### config.mk
export PLATFORM = sky130hd
export DESIGN_NAME = sram_dma_arb
export DESIGN_NICKNAME = d
export VERILOG_FILES = /design/src/rtl/sram_dma_arb.sv
export SDC_FILE = /design/constraint.sdc
export NUM_CORES = 1
export LEC_CHECK = 0
export ABC_AREA = 1
export CAP_MARGIN = 20
export CORE_ASPECT_RATIO = 1.75
export CORE_UTILIZATION = 44
export CTS_CLUSTER_DIAMETER = 100
export DETAILED_ROUTE_END_ITERATION = 12
export PLACE_DENSITY = 0.9
export SLEW_MARGIN = 20
export SYNTH_ARGS = -nofsm -noshare
export SYNTH_HDL_FRONTEND = slang
export SYNTH_SLANG_ARGS = --single-unit
export TNS_END_PERCENT = 1
### constraint.sdc
create_clock -name clk -period 2.4 [get_ports clk]
set_clock_uncertainty 0.2 [all_clocks]
set_input_delay 0.6 -clock clk [delete_from_list [all_inputs] [get_ports clk]]
set_output_delay 0.6 -clock clk [all_outputs]
set_load 0.02 [all_outputs]
### src/rtl/sram_dma_arb.sv
// SRAM port arbiter with a built-in word-copy DMA engine.
// The CPU always wins the port; the DMA engine only uses cycles where cpu_EN=0.
//
//   state  | meaning
//   IDLE   | no transfer; waits for dma_start
//   RD     | presents the source address when the port is free
//   WAIT   | captures the read word from sram_DO
//   WR     | writes the buffered word to the destination when the port is free
module sram_dma_arb #(
  parameter int ADDR_W = 16,
  parameter int DATA_W = 32
) (
  input  logic              clk,
  input  logic              reset,
  input  logic [ADDR_W-1:0] cpu_ADDR,
  input  logic [DATA_W-1:0] cpu_DI,
  input  logic              cpu_EN,
  input  logic              cpu_WE,
  output logic [DATA_W-1:0] cpu_DO,
  output logic [ADDR_W-1:0] sram_ADDR,
  output logic [DATA_W-1:0] sram_DI,
  output logic              sram_EN,
  output logic              sram_WE,
  input  logic [DATA_W-1:0] sram_DO,
  input  logic [ADDR_W-1:0] dma_src,
  input  logic [ADDR_W-1:0] dma_dst,
  input  logic [15:0]       dma_len,
  input  logic              dma_start,
  output logic              dma_busy,
  output logic              dma_done,
  output logic [15:0]       dma_remaining
);

  typedef enum logic [1:0] {S_IDLE, S_RD, S_WAIT, S_WR} state_t;

  state_t            state_q, state_d;
  logic [ADDR_W-1:0] src_q, src_d;
  logic [ADDR_W-1:0] dst_q, dst_d;
  logic [15:0]       rem_q, rem_d;
  logic [DATA_W-1:0] buf_q, buf_d;
  logic              done_q, done_d;
  logic              dma_grant;

  // State and datapath registers, synchronous reset.
  always_ff @(posedge clk) begin
    if (reset) begin
      state_q <= S_IDLE;
      src_q   <= '0;
      dst_q   <= '0;
      rem_q   <= '0;
      buf_q   <= '0;
      done_q  <= 1'b0;
    end else begin
      state_q <= state_d;
      src_q   <= src_d;
      dst_q   <= dst_d;
      rem_q   <= rem_d;
      buf_q   <= buf_d;
      done_q  <= done_d;
    end
  end

  // Next-state and datapath update logic.
  always_comb begin
    state_d = state_q;
    src_d   = src_q;
    dst_d   = dst_q;
    rem_d   = rem_q;
    buf_d   = buf_q;
    done_d  = 1'b0;
    case (state_q)
      S_IDLE: begin
        // A start coinciding with the done pulse is dropped.
        if (dma_start && !done_q) begin
          src_d = dma_src;
          dst_d = dma_dst;
          rem_d = dma_len;
          if (dma_len == 16'd0) done_d = 1'b1;
          else                  state_d = S_RD;
        end
      end
      S_RD: begin
        if (dma_grant) begin
          src_d   = src_q + ADDR_W'(1);
          state_d = S_WAIT;
        end
      end
      S_WAIT: begin
        // sram_DO still carries the RD data even if the CPU took this cycle.
        buf_d   = sram_DO;
        state_d = S_WR;
      end
      S_WR: begin
        if (dma_grant) begin
          dst_d = dst_q + ADDR_W'(1);
          rem_d = rem_q - 16'd1;
          if (rem_q == 16'd1) begin
            state_d = S_IDLE;
            done_d  = 1'b1;
          end else begin
            state_d = S_RD;
          end
        end
      end
      default: state_d = S_IDLE;
    endcase
  end

  // Port arbitration and status outputs.
  always_comb begin
    // Blocking the grant during reset keeps an aborted transfer from writing.
    dma_grant = !cpu_EN && !reset && ((state_q == S_RD) || (state_q == S_WR));
    sram_ADDR = cpu_ADDR;
    sram_DI   = cpu_DI;
    sram_EN   = 1'b0;
    sram_WE   = 1'b0;
    if (cpu_EN) begin
      sram_EN = 1'b1;
      sram_WE = cpu_WE;
    end else if (dma_grant) begin
      sram_ADDR = (state_q == S_WR) ? dst_q : src_q;
      sram_DI   = buf_q;
      sram_EN   = 1'b1;
      sram_WE   = (state_q == S_WR);
    end
    cpu_DO        = sram_DO;
    dma_busy      = (state_q != S_IDLE);
    dma_done      = done_q;
    dma_remaining = rem_q;
  end

endmodule

==> key figures <==
Logic synthesis
  • Adder-Cell Fraction of Synth Area: under 10%
  • Synth cell types: 34
  • Synthesized instance count: 932
  • Async S/R FF share, synth: 0%
  • Mapped cell area: around 5500 um^2
  • Yosys warning count: 0
  • Area contributors post-synth: dfxtp_1, nand2_1, nor2_1
  • Ys flop type: dfxtp_1
  • Syn Area/Cell: between 5 and 6 um^2
  • Seq/Total Area, Yosys: 30.1%
  • Biggest area consumer among synthesized cells: dfxtp_1
  • Mux share of post-synthesis cell area: 0%
  • Synth Net Count: roughly 1100
  • Xor/xnor share of the synthesized area: 0.476%
  • Post-synthesis simple-gate area fraction: between 30 and 40%
  • Largest family of logic cells by synthesized area: simple AND/OR/NAND/NOR gates
  • EDFF count, synth: 0
  • Synth Area in Compound Gates: roughly 17%
  • Synth top area share: 30.1%
  • Synth Register Bits: 83

Timing
  • F_max: 0.385 GHz
  • Unrepaired setup endpoints after global routing: yes
  • Setup_tns: -4.50 ns
  • Tightest Pin Transition: roughly 0.53 ns
  • Fin crit share: 108%
  • Final hold vios: 0
  • Setup violators final: 48
  • Final Max Slew Viols: 0
  • Worst setup margin: -0.197 ns
  • Normalized max-slew margin: approximately 64%
  • Final min period: 2.60 ns

Die
  • Core box area: 12100 um^2
  • Die W: 86.7 um
  • Die H: 150 um
  • Die footprint: roughly 13000 um^2
  • FP Rows: between 50 and 60
  • Starting density of the core: a little under half
  • Ports: between 200 and 250

Pwr
  • P_leak: around 4 nW
  • Power Dens Cells: between 1000 and 1500 nW/um^2
  • Maximum vdd drop: approximately 0.64 mV

Critical path
  • Worst path slowest cell: dfxtp_4
  • Critical Path AT: 1.80 ns
  • Worst reg2reg setup slack: roughly 0.17 ns
  • Worst Path Class, Setup: reg2out
  • Largest delay share family, worst path: buffers and inverters
  • Reg-to-Reg Start: state_q[0]
  • Crit end category: output port
  • CP Launch Type: flip-flop
  • Crit path launch: state_q[1]
  • Worst path cell trace: inv_4, ha_4, inv_4, nand2_4, nand2_8, buf_8, clkbuf_16, nand2_1, nand2_1, buf_6
  • CP peak stage delay: ~0.38 ns
  • Buffer and inverter count on the worst path: 5
  • Crit path max fanout: 7
  • CP required: approximately 1.6 ns

Worst hold path
  • Hold Path Class: reg2reg
  • HP Start: src_q[4]

GRT
  • Aggregate global-route resource usage: about 30%
  • Overflow after GRT: 0
  • Largest net degree at the start of global routing: 59
  • Global-route wire length before repair: slightly above 30000 um
  • Vias in the first global route: approximately 6700
  • Initial antenna violation count: 0

Cells and area
  • Share of layout cells above drive strength 1: roughly 17%
  • Non-Filler Instances: around 1400
  • # diodes: 0
  • P&R area growth vs syn: 61.0%
  • Most frequent cells in the layout: nand2_1, nor2_1, clkdlybuf4s50_1
  • Fillers: slightly below 1000
  • Most common cell after layout, fill and taps aside: nand2_1
  • Nets: between 1000 and 1500
  • Design area: roughly 8900 um^2

Detailed routing
  • Initial DRT Pass Iterations: 6
  • DRC viols: 0
  • Final wirelength: 20800 um
  • 1st-iter DRT viols: between 400 and 500
  • DR WL/cell: roughly 15 um
  • Via Count: slightly above 7000
  • Remaining antenna violation count after routing: 0
  • Via density: 5.27

CTS
  • CTS clk-pin slew, worst paths: about 0.060 ns
  • Clock latency on the worst-skew pair: between 0.3 and 0.4 ns
  • Clk sink count: 83
  • Root buffer cell: clkbuf_16
  • H-tree levels: 3
  • TritonCTS buffer count: 9
  • CTS tree: done
  • CTS max path bufs: 2

Run status
  • Status: finished, violations left
  • Violations in the final reports: negative setup slack

Place
  • Placement Cell Area: ~8300 um^2
  • Buffers on Ports: between 200 and 250
  • Placed Instances: ~1300
  • RePlAce Congestion: 0.958
  • DP HPWL: roughly 15000 um

Run
  • Max_cap viols: 0
[kinds of logic (layout without fill, tap and decap cells)]
logic type	count (synthesis)	count (layout)
adder cells (fa/ha/maj)	9	9
XOR/XNOR	3	3
buffers and inverters	128	389
AO/OA/AOI/OAI	174	174
AND/OR/NAND/NOR	535	535
flip-flops	83	83
[cell usage after synthesis (5+ instances only)]
cell,instances
dfxtp_1,83
ha_1,9
a21oi_1,50
nand4_1,6
buf_2,15
inv_1,44
nand3_1,42
nor3_1,5
nor2_1,181
o21ai_0,85
a31oi_1,25
clkbuf_1,26
or2_2,6
nand2_1,287
buf_4,32
[final timing paths]
path                                    end  depth (start not counted)
worst max-delay path            sram_DI[14]                         10
worst min-delay path               src_q[4]                          1
worst max register to register     dst_q[6]                         11
worst min register to register     src_q[4]                          1
[cell type report]
| type | count | area [um^2] | share of cell area (%) |
|---|---|---|---|
| multi-input combinational | 721 | 3370 | 37.9 |
| timing repair buffer | 326 | 3150 | 35.4 |
| sequential | 83 | 1670 | 18.8 |
| clock buffer | 10 | 229 | 2.58 |
| tap | 165 | 206 | 2.32 |
| inverter | 47 | 196 | 2.21 |
| clock inverter | 5 | 55.1 | 0.619 |
| timing repair inverter | 1 | 11.3 | 0.127 |
[routing by layer]
| layer | vias up | track usage (%) | wire length (um) |
|---|---|---|---|
| li1 | 3490 | - | - |
| met1 | 3233 | 31.5 | 7490 |
| met5 | - | 0 | 0 |
| met4 | 0 | 20.7 | 1350 |
| met3 | 107 | 4.44 | 1120 |
| met2 | 333 | 53.9 | 10800 |
[worst register-to-register path, stage by stage (launching register included)]
cell     delay (ns)
dfxtp_4        0.37
buf_4          0.14
inv_1          0.10
ha_1           0.20
inv_1          0.07
buf_4          0.15
o21ai_2        0.15
nand2_4        0.11
inv_2          0.11
buf_4          0.20
o21ai_0        0.12
a21oi_1        0.24
[state kept, by name, summed over array words and instances, names as in the netlist]
signal and flops:
buf_q 32, state_q 2, dma_remaining 16, dst_q 16, src_q 16, dma_done 1
[metrics by stage]
stage	hold WS [ns]	util [%]	worst slack, ns	total power, W
floorplan	0.260	-	-0.0910	0.00523
global placement	0.275	68.1	-0.890	0.00710
detailed placement	0.278	68.1	-0.976	0.00722
CTS	0.291	69.9	-0.199	0.00861
global route	0.320	73.2	-0.276	0.00958
finish	0.294	73.2	-0.197	0.00897
[power breakdown]
| group | total [W] | leakage (nW) | switching [W] | internal (W) |
|---|---|---|---|---|
| Sequential | 0.00244 | 0.685 | 0.000516 | 0.00193 |
| Clock | 0.00136 | 0.134 | 0.000567 | 0.000797 |
| Combinational | 0.00516 | 3.20 | 0.00295 | 0.00221 |
[what timing repair did]
| action | 4_1_cts | 5_1_grt |
|---|---|---|
| gates resized for setup | 302 | 98 |
| setup endpoints to repair | 83 | 50 |
| hold buffers | 0 | 0 |
| setup buffers | 2 | 2 |
| gates cloned | 1 | 6 |
| hold endpoints to repair | 0 | 0 |
| pin swaps | 2 | 22 |
(Power assumes the default switching activity.)
